**config.mk**
```make
export PLATFORM = sky130hd
export DESIGN_NAME = alu_seq
export DESIGN_NICKNAME = d
export VERILOG_FILES = /design/src/rtl/alu_seq.sv
export SDC_FILE = /design/constraint.sdc
export NUM_CORES = 1
export LEC_CHECK = 0
export BUFFER_PORTS_ARGS = -buffer_cell sky130_fd_sc_hd__buf_2
export CORE_ASPECT_RATIO = 0.6
export CORE_MARGIN = 2
export CORE_UTILIZATION = 40
export DETAILED_ROUTE_END_ITERATION = 16
export PLACE_DENSITY = 0.63
export SLEW_MARGIN = 40
export SYNTH_ARGS = -nofsm -noshare
export SYNTH_HDL_FRONTEND = slang
export SYNTH_SLANG_ARGS = --single-unit
```
**constraint.sdc**
```tcl
create_clock -name i_clk -period 8.24 [get_ports i_clk]
set_clock_uncertainty 0.1 [all_clocks]
set_input_delay 0.412 -clock i_clk [delete_from_list [all_inputs] [get_ports i_clk]]
set_output_delay 0.412 -clock i_clk [all_outputs]
set_load 0.005 [all_outputs]
```
**src/rtl/alu_seq.sv**
```systemverilog
// alu_seq: sequential ALU with a valid/ready request side and a valid/ready result side.
// Shifts take one cycle per bit. Flags are generated only when ALU_SEQ_FLAGS_EN is defined, otherwise tied to 0.
module alu_seq #(
  parameter int NB_DATA      = 8,
  parameter int NB_OPERATION = 6
) (
  input  logic                    i_clk,
  input  logic                    i_reset,
  input  logic                    i_valid,
  output logic                    o_ready,
  input  logic [NB_OPERATION-1:0] i_op,
  input  logic [NB_DATA-1:0]      i_data_a,
  input  logic [NB_DATA-1:0]      i_data_b,
  output logic                    o_valid,
  input  logic                    i_ready,
  output logic [NB_DATA-1:0]      o_result,
  output logic                    o_err,
  output logic                    o_zero,
  output logic                    o_carry,
  output logic                    o_overflow,
  output logic                    o_negative
);

  localparam int CW = $clog2(NB_DATA + 1);
  localparam int MSB = NB_DATA - 1;
  localparam logic [CW-1:0]           CNT_MAX = CW'(NB_DATA);
  localparam logic [NB_DATA-1:0]      B_LIM   = NB_DATA'(NB_DATA);

  localparam logic [NB_OPERATION-1:0] OP_ADD = NB_OPERATION'(4'b1000);
  localparam logic [NB_OPERATION-1:0] OP_SUB = NB_OPERATION'(4'b1010);
  localparam logic [NB_OPERATION-1:0] OP_AND = NB_OPERATION'(4'b1100);
  localparam logic [NB_OPERATION-1:0] OP_OR  = NB_OPERATION'(4'b1101);
  localparam logic [NB_OPERATION-1:0] OP_XOR = NB_OPERATION'(4'b1110);
  localparam logic [NB_OPERATION-1:0] OP_NOR = NB_OPERATION'(4'b1111);
  localparam logic [NB_OPERATION-1:0] OP_SRL = NB_OPERATION'(4'b0010);
  localparam logic [NB_OPERATION-1:0] OP_SRA = NB_OPERATION'(4'b0011);

  typedef enum logic [1:0] {IDLE, SHIFT, DONE} state_t;

  state_t             state;
  state_t             state_nx;
  logic               accept;
  logic               is_shift;
  logic [CW-1:0]      k_in;
  logic [CW-1:0]      cnt;
  logic               sra_q;
  logic [NB_DATA-1:0] acc;
  logic               err_q;
  logic [NB_DATA-1:0] alu_res;
  logic               alu_err;
  logic [NB_DATA-1:0] shift_nx;

  assign accept   = i_valid && (state == IDLE);
  assign is_shift = (i_op == OP_SRL) || (i_op == OP_SRA);
  // Counts at or beyond the width saturate: NB_DATA steps already flush every original bit.
  assign k_in     = (i_data_b >= B_LIM) ? CNT_MAX : i_data_b[CW-1:0];
  assign shift_nx = {sra_q ? acc[MSB] : 1'b0, acc[MSB:1]};

  always_ff @(posedge i_clk) begin
    if (i_reset) begin
      state <= IDLE;
    end else begin
      state <= state_nx;
    end
  end

  always_comb begin
    state_nx = state;
    case (state)
      IDLE: begin
        if (accept) begin
          if (is_shift && (k_in != '0)) begin
            state_nx = SHIFT;
          end else begin
            state_nx = DONE;
          end
        end
      end
      SHIFT: begin
        if (cnt == CW'(1)) begin
          state_nx = DONE;
        end
      end
      DONE: begin
        if (i_ready) begin
          state_nx = IDLE;
        end
      end
      default: state_nx = IDLE;
    endcase
  end

  always_comb begin
    o_ready = (state == IDLE);
    o_valid = (state == DONE);
  end

  // Shift opcodes load the unshifted operand; SHIFT then walks it one bit per cycle.
  always_comb begin
    alu_res = '1;
    alu_err = 1'b0;
    case (i_op)
      OP_ADD:  alu_res = i_data_a + i_data_b;
      OP_SUB:  alu_res = i_data_a - i_data_b;
      OP_AND:  alu_res = i_data_a & i_data_b;
      OP_OR:   alu_res = i_data_a | i_data_b;
      OP_XOR:  alu_res = i_data_a ^ i_data_b;
      OP_NOR:  alu_res = ~(i_data_a | i_data_b);
      OP_SRL:  alu_res = i_data_a;
      OP_SRA:  alu_res = i_data_a;
      default: begin
        alu_res = '1;
        alu_err = 1'b1;
      end
    endcase
  end

  always_ff @(posedge i_clk) begin
    if (i_reset) begin
      acc   <= '0;
      err_q <= 1'b0;
      cnt   <= '0;
      sra_q <= 1'b0;
    end else if (accept) begin
      acc   <= alu_res;
      err_q <= alu_err;
      cnt   <= k_in;
      sra_q <= (i_op == OP_SRA);
    end else if (state == SHIFT) begin
      acc <= shift_nx;
      cnt <= cnt - CW'(1);
    end
  end

  assign o_result = acc;
  assign o_err    = err_q;

`ifdef ALU_SEQ_FLAGS_EN
  logic zero_q;
  logic neg_q;
  logic carry_q;
  logic ovf_q;
  logic ld_carry;
  logic ld_ovf;

  // Carry of a modulo add is detectable as wrap-around: sum < a.
  always_comb begin
    ld_carry = 1'b0;
    ld_ovf   = 1'b0;
    case (i_op)
      OP_ADD: begin
        ld_carry = (alu_res < i_data_a);
        ld_ovf   = (i_data_a[MSB] == i_data_b[MSB]) && (alu_res[MSB] != i_data_a[MSB]);
      end
      OP_SUB: begin
        ld_carry = (i_data_a < i_data_b);
        ld_ovf   = (i_data_a[MSB] != i_data_b[MSB]) && (alu_res[MSB] != i_data_a[MSB]);
      end
      default: begin
        ld_carry = 1'b0;
        ld_ovf   = 1'b0;
      end
    endcase
  end

  always_ff @(posedge i_clk) begin
    if (i_reset) begin
      zero_q  <= 1'b0;
      neg_q   <= 1'b0;
      carry_q <= 1'b0;
      ovf_q   <= 1'b0;
    end else if (accept) begin
      zero_q  <= (alu_res == '0);
      neg_q   <= alu_res[MSB];
      carry_q <= ld_carry;
      ovf_q   <= ld_ovf;
    end else if (state == SHIFT) begin
      zero_q  <= (shift_nx == '0);
      neg_q   <= shift_nx[MSB];
      carry_q <= acc[0];
      ovf_q   <= 1'b0;
    end
  end

  assign o_zero     = zero_q;
  assign o_negative = neg_q;
  assign o_carry    = carry_q;
  assign o_overflow = ovf_q;
`else
  assign o_zero     = 1'b0;
  assign o_negative = 1'b0;
  assign o_carry    = 1'b0;
  assign o_overflow = 1'b0;
`endif

endmodule

```
Word level (Yosys, flattened, before mapping) --
Cells that the tools add are included.
Storage, ports and cells: bits in registers 16, output and inout port bits 15, word-level logic and storage cells 52
Operators by class: add/subtract/negate cells 3, magnitude comparators 1, eq/ne operators 15, multiplexer cells 13, bitwise logic cells 4, reduce and logical (&&, ||, !) cells 10
Operators with widths (count):
- $pmux 8 s7 | 1
- $eq 6x4->1 const B | 6
- $mux 8 | 2
- $eq 6x2->1 const B | 2
- $mux 4 | 3
- $add 8x8->8 | 1
- $and 8x8->8 | 1
- $ge 8x4->1 const B | 1
- $mux 2 | 4
- $not 8->8 | 1
- $or 8x8->8 | 1
- $reduce_or 8->1 | 1
- $sub 8x8->8 | 1
- $xor 8x8->8 | 1
- $pmux 2 s3 | 1
- $eq 4x1->1 const B | 1
- $ne 2x1->1 const B | 2
- $ne 2x2->1 const B | 2
- $reduce_bool 4->1 | 1
- $sub 4x1->4 const B | 1
- $reduce_and 3->1 | 1
- $eq 2x1->1 const B | 1
- $eq 2x2->1 const B | 1
- $logic_and 1x1->1 | 2
- 6 further kinds | 7

Longest topological paths before layout --
depth after elaboration 7, depth in mapped cells 12

Worst setup path before layout --
No wires, ideal clock.
path type input port to flip-flop, start point input i_op[0], end point register acc[5], in the netlist o_result[5], library setup time 0.091 ns, arrival time 2.851 ns, required time 8.049 ns, slack 5.198 ns, cell stages on the path 11, cell sequence or4b_4 -> nor2_4 -> mux2_2 -> inv_1 -> ha_1 -> nor2b_1 -> o21a_1 -> a311oi_1 -> xnor2_1 -> a21oi_1 -> a311oi_1
On the way: word-level cells in the longest chain between the ends 4
Ends and longest elaborated chain:
- start: declaration | RTL line 11 | input logic [NB_OPERATION-1:0] i_op,
- $eq 6x2->1 | RTL line 102 | case (i_op)
- $reduce_or 2->1 (no source line)
- $pmux 8 s7 * | RTL line 102
- $mux 8 * | RTL line 124 | end else if (accept) begin
- end signal: assignment | RTL line 125 | acc <= alu_res;
- end signal: assignment | RTL line 130 | acc <= shift_nx;
- end: declaration | RTL line 47 | logic [NB_DATA-1:0] acc;
Every way passes the cells marked *; elsewhere a longest branch is shown, timed or not. A chain may end at the register's enable or synchronous reset.

Worst setup path after layout --
start point input i_op[0], end point register acc[7], in the netlist o_result[7]
Same word-level chain as after synthesis.

==> flow_metrics.py <==
metrics = {
    "layout": {
        "drive_gt1_share_pct": 23.0,
        "final_net_count": 328,
        "area_growth_pct": 13.9,
        "diodes": 0,
        "layout_commonest_cell": "buf_2",
        "instances_no_fill": 337,
        "layout_common_cells": "buf_2, nand2_1, ha_1",
    },
    "detailed_routing": {
        "wirelength_um": 5020,
        "wl_per_cell_um": 14.9,
        "met3_length_um": 361,
        "first_iter_violations": 126,
        "vias": 1800,
        "ant_nets": 0,
        "wl_met1_um": 2800,
        "routed_via_density": 5.34,
        "drc_errors": 0,
        "wl_met2_um": 1860,
        "top_layer_used": "met3",
        "drt-pass1-iter-count": 4,
    },
    "clock_network": {
        "cts_tree": "yes",
        "clock-sinks": 16,
        "htree_num_levels": 1,
        "post_cts_buffers": 0,
        "postCtsResizedCells": 0,
        "cts_buffers": 3,
        "root_buffer": "clkbuf_8",
        "clk_pin_slew_ns": 0.06,
        "clockBufferDepth": 2,
        "hold_buffers": 0,
        "clk_latency_ns": 0.25,
    },
    "sta": {
        "min_period_over_period_pct": 37.9,
        "slew_headroom_pct": 46.5,
        "slew_viol_final": 0,
        "period_minus_slack_ns": 3.12,
        "finalSetupViolCount": 0,
        "worst_pin_slew_ns": 0.796,
        "finalSetupTns_ns": 0,
        "rsz0062_at_grt": "no",
        "hold_violations": 0,
        "max_freq_mhz": 321,
    },
    "placement": {
        "gp_congestion": 0.911,
        "dp_hpwl_um": 4070,
        "port_buffers": 36,
        "placedCellCount": 333,
    },
    "synth": {
        "synth_edf_count": 0,
        "avgSynthCellArea_um2": 7.80,
        "ys_seq_area_share_pct": 16.8,
        "synthArstFlopShare_pct": 0,
        "yosys_warnings": 0,
        "ys.flop_type": "dfxtp_1",
        "ys_types": 52,
        "netlist_instances": 244,
        "ys_ff_latch": 16,
        "syn_area_um2": 1900,
    },
    "floorplan": {
        "die_area_um2": 5350,
        "ioPinCount": 41,
        "die_h_um": 57.4,
        "row_count": 19,
        "start_util_pct": 41.7,
        "coreArea_um2": 4560,
        "die_w_um": 93.1,
    },
    "run_status": {
        "outcome": "completed",
    },
    "pwr": {
        "switching_power_mw": 0.0846,
        "swShare_pct": 33.7,
        "sequentialPowerShare_pct": 35.2,
        "p_int_mw": 0.166,
        "peakVddDrop_uv": 91.7,
        "p_comb_share_pct": 36.6,
        "leakage_nw": 0.944,
        "powerDensity_nw_per_um2": 116,
        "clkPwrFrac_pct": 28.1,
    },
    "setup_path": {
        "path_class": "input pin to flip-flop",
        "cp.arrival_ns": 3.16,
        "cp_max_fo": 7,
        "worstPathRequired_ns": 8.28,
        "cp-end-kind": "flip-flop",
        "crit_path_start_kind": "input pin",
    },
    "grt": {
        "grt.total_usage_pct": 19.4,
        "grt_pass1_vias": 1591,
        "antenna_found_initial": 0,
        "grt_overflow": 0,
        "grt_max_degree": 20,
        "grt_pass1_wl_um": 8210,
    },
    "job": {
        "max_cap_viol_count": 0,
    },
    "hold_path": {
        "min_path_type": "input pin to flip-flop",
    },
}
==> Yosys cell counts, types with 2 or more instances <==
library cell / number / share of area [%]
a2111oi_0: 2 / 0.92
a21oi_1: 17 / 4.5
a21oi_2: 2 / 0.92
a221oi_1: 6 / 2.8
a221oi_2: 3 / 2.4
a22oi_1: 5 / 2.0
a311oi_1: 3 / 1.4
a31oi_1: 5 / 1.6
and2_1: 2 / 0.66
buf_2: 3 / 0.79
buf_4: 4 / 1.6
clkbuf_1: 5 / 0.99
dfxtp_1: 16 / 17
ha_1: 26 / 17
inv_1: 22 / 4.3
mux2_2: 3 / 1.8
mux2i_1: 3 / 1.6
nand2_1: 26 / 5.1
nand2b_1: 4 / 1.3
nand3_1: 2 / 0.53
nor2_1: 18 / 3.5
nor2_4: 2 / 1.2
nor2b_1: 5 / 1.6
nor3_1: 4 / 1.1
o21a_1: 2 / 0.79
o21ai_0: 11 / 2.9
o21ai_1: 3 / 0.79
xnor2_1: 12 / 5.5
xor2_1: 5 / 2.3
==> state kept, by name, summed over array words and instances, names as in the netlist <==
signal and count:
o_result 8, sra_q 1, state 2, o_err 1, cnt 4
==> power by group through the flow <==
stage                     clock (mW)  combinational, mW  sequential, mW
after floorplan                    0             0.0634          0.0894
after global routing          0.0761              0.104          0.0891
after CTS                     0.0722             0.0912          0.0882
after detailed placement           0             0.0906          0.0899
after global placement             0             0.0899          0.0899
final                         0.0705             0.0918          0.0883
==> routing by layer <==
layer | up-vias | track usage [%]
li1 | 911 | -
met1 | 834 | 32.7
met2 | 55 | 26.0
met3 | 0 | 3.43
met4 | 0 | 1.47
met5 | - | 0
==> through the flow <==
| step | util, % | hold WS (ns) | power [mW] | instance area (um^2) | setup slack [ns] |
|---|---|---|---|---|---|
| after floorplan | - | 0.329 | 0.153 | 1920 | 5.20 |
| after global placement | 46.1 | 0.360 | 0.180 | 2100 | 4.96 |
| after CTS | 47.3 | 0.325 | 0.252 | 2160 | 5.15 |
| after global routing | 47.5 | 0.339 | 0.269 | 2170 | 4.95 |
| after detailed placement | 46.1 | 0.349 | 0.180 | 2100 | 4.90 |
| final | 47.5 | 0.328 | 0.251 | 2170 | 5.12 |
==> cell families after synthesis <==
group | count (synthesis) | synth area share, %
xor gates and xnor gates | 17 | 7.82
other | 1 | 0.197
buffers and inverters | 35 | 8.28
adders and majority gates | 27 | 18.1
AOI/OAI and AO/OA | 66 | 24.7
DFF | 16 | 16.8
muxes | 6 | 3.35
and+or+nand+nor | 76 | 20.7
==> path summary, 6_finish.rpt <==
path	startpoint	end	slack, ns	depth (start not counted)
worst max-delay path	i_op[0]	o_result[7]	5.12	12
worst min-delay path	i_ready	state[1]	0.33	3
worst max register to register	state[0]	o_result[7]	5.73	6
worst min register to register	o_result[0]	o_result[0]	0.36	2
==> cell type report <==
class	count	area (um^2)
clock buffer	4	55.1
fill	487	2400
inverter	22	82.6
multi-input combinational	196	1450
sequential	16	320
tap	63	78.8
timing repair buffer	36	180
==> worst max-delay path: stages <==
cell      delay [ns]
buf_2           0.12
or4b_4          0.59
nor2_4          0.20
mux2_2          0.38
inv_1           0.06
ha_1            0.21
nor2b_1         0.13
o21a_1          0.18
a311oi_1        0.39
a21oi_1         0.16
xnor2_1         0.24
a21oi_2         0.07
Power figures use the tool's default switching activity.
